==> config.mk <==
export PLATFORM = sky130hd
export DESIGN_NAME = cpu_fetch_unit
export DESIGN_NICKNAME = d
export VERILOG_FILES = /design/src/rtl/cpu_fetch_unit.sv
export SDC_FILE = /design/constraint.sdc
export NUM_CORES = 1
export LEC_CHECK = 0
export CORE_MARGIN = 2
export CORE_UTILIZATION = 36
export CTS_BUF_LIST = sky130_fd_sc_hd__clkbuf_16
export DETAILED_ROUTE_END_ITERATION = 16
export PLACE_DENSITY = 0.77
export SETUP_SLACK_MARGIN = 0.05
export SYNTH_ARGS = -nofsm -noshare
export SYNTH_HDL_FRONTEND = slang
export SYNTH_SLANG_ARGS = --single-unit
==> constraint.sdc <==
create_clock -name clk -period 1.5 [get_ports clk]
set_input_delay 0.15 -clock clk [delete_from_list [all_inputs] [get_ports clk]]
set_output_delay 0.15 -clock clk [all_outputs]
set_load 0.02 [all_outputs]
==> src/rtl/cpu_fetch_unit.sv <==
// Instruction fetch: holds the PC, runs one bus read per start and strobes the word into the IR.
// Latency: start->bus_req 1 cycle, ack->ir_wr same cycle, ack->done 1 cycle (min 2 cycles start->done).
// Backpressure: WAIT holds bus_req/bus_addr until ack/err; optional timeout under CPU_FETCH_TIMEOUT_EN.
`timescale 1ns/1ps
module cpu_fetch_unit #(
  parameter logic [31:0] RESET_PC       = 32'h0000_0000,
  parameter int          TIMEOUT_CYCLES = 255
) (
  input  logic        clk,
  input  logic        rst_n,
  input  logic        start,
  input  logic        pc_wr,
  input  logic [31:0] pc_in,
  output logic [31:0] pc,
  output logic [31:0] pc_plus4,
  output logic        busy,
  output logic        done,
  output logic        fault,
  output logic [1:0]  fault_cause,
  output logic        bus_req,
  output logic [31:0] bus_addr,
  input  logic        bus_ack,
  input  logic        bus_err,
  input  logic [31:0] bus_rdata,
  output logic [31:0] ir_data,
  output logic        ir_wr
);

  typedef enum logic [1:0] {S_IDLE, S_WAIT, S_DONE} state_t;

  localparam logic [1:0] CAUSE_NONE     = 2'b00;
  localparam logic [1:0] CAUSE_MISALIGN = 2'b01;
  localparam logic [1:0] CAUSE_BUS_ERR  = 2'b10;
  localparam logic [1:0] CAUSE_TIMEOUT  = 2'b11;

  // The timeout counter is 16 bits wide, so the limit must fit in it.
  if (TIMEOUT_CYCLES < 1 || TIMEOUT_CYCLES > 65535) begin : g_bad_timeout
    $error("cpu_fetch_unit: TIMEOUT_CYCLES out of range 1..65535");
  end

  state_t      state_q, state_d;
  logic [31:0] pc_q, pc_d;
  logic [31:0] addr_q, addr_d;
  logic        req_q, req_d;
  logic        fault_q, fault_d;
  logic [1:0]  cause_q, cause_d;
  logic [31:0] fetch_addr;

`ifdef CPU_FETCH_TIMEOUT_EN
  localparam logic [15:0] TMO_LAST = 16'(TIMEOUT_CYCLES - 1);
  logic [15:0] tmo_cnt_q, tmo_cnt_d;
`endif

  assign fetch_addr = pc_wr ? pc_in : pc_q;

  always_comb begin
    state_d = state_q;
    pc_d    = pc_q;
    addr_d  = addr_q;
    req_d   = req_q;
    fault_d = fault_q;
    cause_d = cause_q;
`ifdef CPU_FETCH_TIMEOUT_EN
    tmo_cnt_d = tmo_cnt_q;
`endif
    case (state_q)
      S_IDLE: begin
        if (start) begin
          pc_d    = fetch_addr;
          fault_d = 1'b0;
          cause_d = CAUSE_NONE;
          if (fetch_addr[1:0] != 2'b00) begin
            fault_d = 1'b1;
            cause_d = CAUSE_MISALIGN;
            state_d = S_DONE;
          end else begin
            addr_d  = fetch_addr;
            req_d   = 1'b1;
            state_d = S_WAIT;
`ifdef CPU_FETCH_TIMEOUT_EN
            tmo_cnt_d = 16'd0;
`endif
          end
        end else if (pc_wr) begin
          pc_d = pc_in;
        end
      end
      S_WAIT: begin
        // A response in the limit cycle beats the timeout.
        if (bus_err) begin
          req_d   = 1'b0;
          fault_d = 1'b1;
          cause_d = CAUSE_BUS_ERR;
          state_d = S_DONE;
        end else if (bus_ack) begin
          req_d   = 1'b0;
          state_d = S_DONE;
        end else begin
`ifdef CPU_FETCH_TIMEOUT_EN
          if (tmo_cnt_q == TMO_LAST) begin
            req_d   = 1'b0;
            fault_d = 1'b1;
            cause_d = CAUSE_TIMEOUT;
            state_d = S_DONE;
          end else begin
            tmo_cnt_d = tmo_cnt_q + 16'd1;
          end
`endif
        end
      end
      S_DONE:  state_d = S_IDLE;
      default: state_d = S_IDLE;
    endcase
  end

  always_ff @(posedge clk or negedge rst_n) begin
    if (!rst_n) begin
      state_q <= S_IDLE;
      pc_q    <= RESET_PC;
      addr_q  <= RESET_PC;
      req_q   <= 1'b0;
      fault_q <= 1'b0;
      cause_q <= CAUSE_NONE;
    end else begin
      state_q <= state_d;
      pc_q    <= pc_d;
      addr_q  <= addr_d;
      req_q   <= req_d;
      fault_q <= fault_d;
      cause_q <= cause_d;
    end
  end

`ifdef CPU_FETCH_TIMEOUT_EN
  always_ff @(posedge clk or negedge rst_n) begin
    if (!rst_n) tmo_cnt_q <= 16'd0;
    else        tmo_cnt_q <= tmo_cnt_d;
  end
`endif

  assign pc          = pc_q;
  assign pc_plus4    = pc_q + 32'd4;
  assign busy        = (state_q != S_IDLE);
  assign done        = (state_q == S_DONE);
  assign fault       = fault_q;
  assign fault_cause = cause_q;
  assign bus_req     = req_q;
  assign bus_addr    = addr_q;
  assign ir_data     = bus_rdata;
  // Combinational so the IR captures bus_rdata on the same edge the bus completes.
  assign ir_wr       = (state_q == S_WAIT) & bus_ack & ~bus_err;

endmodule
---- After elaboration in Yosys (flattened, before gate mapping) ----
Index checks and enable logic that the tools add are counted.
Widths: inputs -> output; s select.
storage, ports and cells
  bits of input ports ..................... 70
  word-level logic and storage cells ...... 44
  register bits after elaboration ......... 70
  output and inout bits ................... 135
cells by class
  bitwise gates (word level) .............. 4
  eq/ne operators ......................... 6
  $add $sub $neg .......................... 1
  reduce and logical (&&, ||, !) cells .... 8
  multiplexer cells ....................... 19
operator list
  cell                   count
  $add 32x3->32 const B  1
  $mux 32                1
  $mux 2                 6
  $mux 1                 8
  $pmux 2 s2             2
  $ne 2x2->1 const B     3
  $reduce_and 3->1       2
  $reduce_bool 2->1      3
  $pmux 1 s2             2
  $reduce_and 4->1       1
  $ne 3x3->1 const B     1
  $and 1x1->1            2
  $eq 2x1->1 const B     1
  $eq 2x2->1 const B     1
  $logic_not 2->1        1
  $not 1->1              2
  $reduce_and 2->1       1

---- Depth between registers and ports, before layout ----
  depth in word-level cells ............... 5
  gate-level depth with buffers ........... 6
  mapped depth without buffers ............ 5

---- Worst setup path before layout ----
OpenSTA, ideal clock, no wires.
  path type ............................... reg2out
  from .................................... register pc_q[4] (netlist: pc[4])
  to ...................................... output port pc_plus4[27]
  arrival time ............................ 1819 ps
  setup slack ............................. -469 ps
  cell stages (with the launch flop) ...... 6
  data required time ...................... 1350 ps
  path through ............................ dfrtp_1 buf_4 nand3_2 or3_4 nor4_1 xor2_1
on the way
  word-level cells in the longest chain between the ends .. 1
ends and longest elaborated chain
  what                    line  text
  from (decl)             42    logic [31:0] pc_q, pc_d;
  from (signal assigned)  126   pc_q <= pc_d;
  $add 32x3->32           142   assign pc_plus4 = pc_q + 32'd4;
  to (decl)               15    output logic [31:0] pc_plus4,
Every way passes these cells.

---- Final worst setup path ----
  from .................................... register pc_q[3] (netlist: pc[3])
  to ...................................... output port pc_plus4[30]
The elaborated chain is that of the path after synthesis.

==> metrics.cfg <==
[floorplanning]
die-area_um2 = 11310
die_y_um = 106.4
rows = 37
ioPinCount = 205
core_um2 = 10230
die_w_um = 106.4
initial_core_util = 0.3687

[place]
preCtsSetupSlack_ns = -0.8720
place_congestion = 0.8833
io_buffers = 140
hpwlAfterDp_um = 8292

[yosys]
synth_top_flop_cell = dfrtp_1
synthCells = 367
yosysSeqAreaShare = 0.4643
synth_top_area_frac = 0.4643
synth_area_um2 = 3772
synth_seq_cells = 70
synth_cell_types = 34
syn_nets = 438
async_flop_share = 1.000
synth.avg_cell_area_um2 = 10.28
synth-edff-count = 0
synth.area.top_cells = dfrtp_1, mux2_2, mux2i_1, buf_4, nand2_1
yosys_warnings = 0
synth_area_leader_cell = dfrtp_1

[clock_network]
cts_sinks = 70
cts_tree = built
htree_num_levels = 3
clock_latency_ns = 0.33
clockBufferDepth = 2
clock-root-buffer = clkbuf_16
clkSlewWorstSetupHoldPaths_ns = 0.06
cts_buffers = 9

[setup_path]
cp_top_family = simple AND/OR/NAND/NOR gates
cp_cell_sequence = ha_4, nand4_1, buf_4, nor2_4, nand4_1, xnor2_2, buf_6
path_class = reg -> out
critPathMaxFanout = 3
arrival_ns = 1.98
rr_worst_depth = 6
cpMostUsedCell = nand4_1
critical_path_depth = 7
cp_slowest_cell = dfrtp_2
cp_num_buf_inv = 2
cp_data_required_time_ns = 1.35
reg2reg_slack_ns = 0.03
cp-start-kind = flip-flop
end_kind = primary output
critPathMaxStageDelay_ns = 0.40

[final_layout]
mostFrequentLayoutCells = buf_4, dfrtp_1, dlygate4sd2_1
layout_commonest_cell = buf_4
regArea_um2 = 1769
fin_nets = 636
num-fill-cells = 773
multiInputGateArea_um2 = 2172
final_core_util = 0.6628
drive_above_1_share = 0.4404
syn2layout_area_growth_pct = 79.77
n_antenna_cell = 0

[sta]
hold_viol_final = 0
worst_pin_slew_ns = 0.3432
fin_crit_sh = 1.421
max_freq_ghz = 0.4693
hold_ws_ns = 0.2674
drv_slew = 0
fin_ws_ns = -0.6308
relSlewSlack = 0.7712
finalSetupTns_ns = -12.44
grt_setup_unrepaired = true
skew_ns = 0.008398
fin_crit_ns = 2.131
report.final.setup_viol = 28

[global_routing]
grt_pass1_wl_um = 19020
grt_max_degree = 36
grtUsageTotal = 0.2151
overflow = 0
grt_antenna_before_repair = 0
grt_pass1_vias = 3665

[pwr]
ir_drop_mv = 1.027
powerDensity_nw_per_um2 = 1959
leakagePower_nw = 3.452

[detailed_routing]
drt-total-wl_um = 12440
dr.pass1.iters = 4
vias = 3481
drc = 0
detail-route-antenna-nets = 0
vias_per_cell = 4.931
drt_first_iter_violations = 84
wire_per_inst_um = 17.62

[outcome]
outcome = finished with violations
failed_checks = negative setup slack

[worst_hold_path]
worstHoldPathType = in -> async

[job]
cap_violations = 0

[cells in the mapped netlist (2+ instances only)]
cell,count
o21ai_0,33
mux2_2,29
o21ai_1,5
buf_4,35
nor2b_1,2
nand3_1,9
buf_2,4
clkbuf_1,12
mux2i_1,30
nand4_1,9
nor2_1,12
a21oi_1,5
nor4_1,3
and2_1,5
and3_1,4
nand2_1,45
nor3_1,6
dfrtp_1,70
inv_1,8
xor2_1,11
xnor2_1,17
[metrics by stage]
stage | total power, mW | area [µm²] | instances
after floorplan | 6.745 | 4029 | 367
after global placement | 10.18 | 5826 | 660
after detailed placement | 10.33 | 5826 | 660
after CTS | 13.09 | 6519 | 696
after global routing | 13.97 | 6782 | 706
final | 13.29 | 6782 | 706
[routing by layer]
layer,global-route usage,share of wire
met1,0.2638,0.41
met2,0.3681,0.51
met3,0.04047,0.055
met4,0.09398,0.024
met5,0,0
[worst paths after layout]
check / from / end
max: pc[3] / pc_plus4[30]
min: rst_n / pc[0]
max reg2reg: state_q[0] / pc[15]
min reg2reg: bus_addr[16] / bus_addr[16]
max in group asynchronous: rst_n / pc[16]
min in group clk: bus_rdata[19] / ir_data[19]
[report_power, final]
group          switching [mW]  total (mW)  internal, mW
clock                   0.789        2.57          1.78
combinational            3.83        7.46          3.63
sequential              0.549        3.26          2.71
total                    5.17        13.3          8.12
[final cells by class]
class                   instances  share of cell area
well taps                     136             0.02509
inverters                       8            0.004428
clock inverters                 7             0.02011
repair buffers                238              0.3360
multi-input cells             238              0.3203
flip-flops and latches         70              0.2609
clock buffers                   9             0.03321
[what timing repair did]
| action | in CTS | in global routing |
|---|---|---|
| setup endpoints to repair | 105 | 89 |
| gates cloned | 4 | 0 |
| buffers inserted | 16 | 12 |
| resized for setup | 277 | 62 |
| hold endpoints to repair | 23 | 0 |
| pin swaps | 23 | 20 |
| hold buffers | 1 | 0 |
[flip-flops by register name, summed over array words and instances (netlist names)]
register and cells:
bus_addr 32, bus_req 1, state_q 2, pc 32, fault_cause 2, fault 1
[cells by family after synthesis]
logic type / count (synthesis) / share of synthesized area
AO/OA/AOI/OAI: 48 / 0.06899
XOR/XNOR: 28 / 0.06501
adder cells (fa/ha/maj): 1 / 0.003316
buffers and inverters: 59 / 0.09486
flip-flops: 70 / 0.4643
multiplexers: 59 / 0.1662
AND/OR/NAND/NOR: 102 / 0.1373
Power figures use the tool's default switching activity.
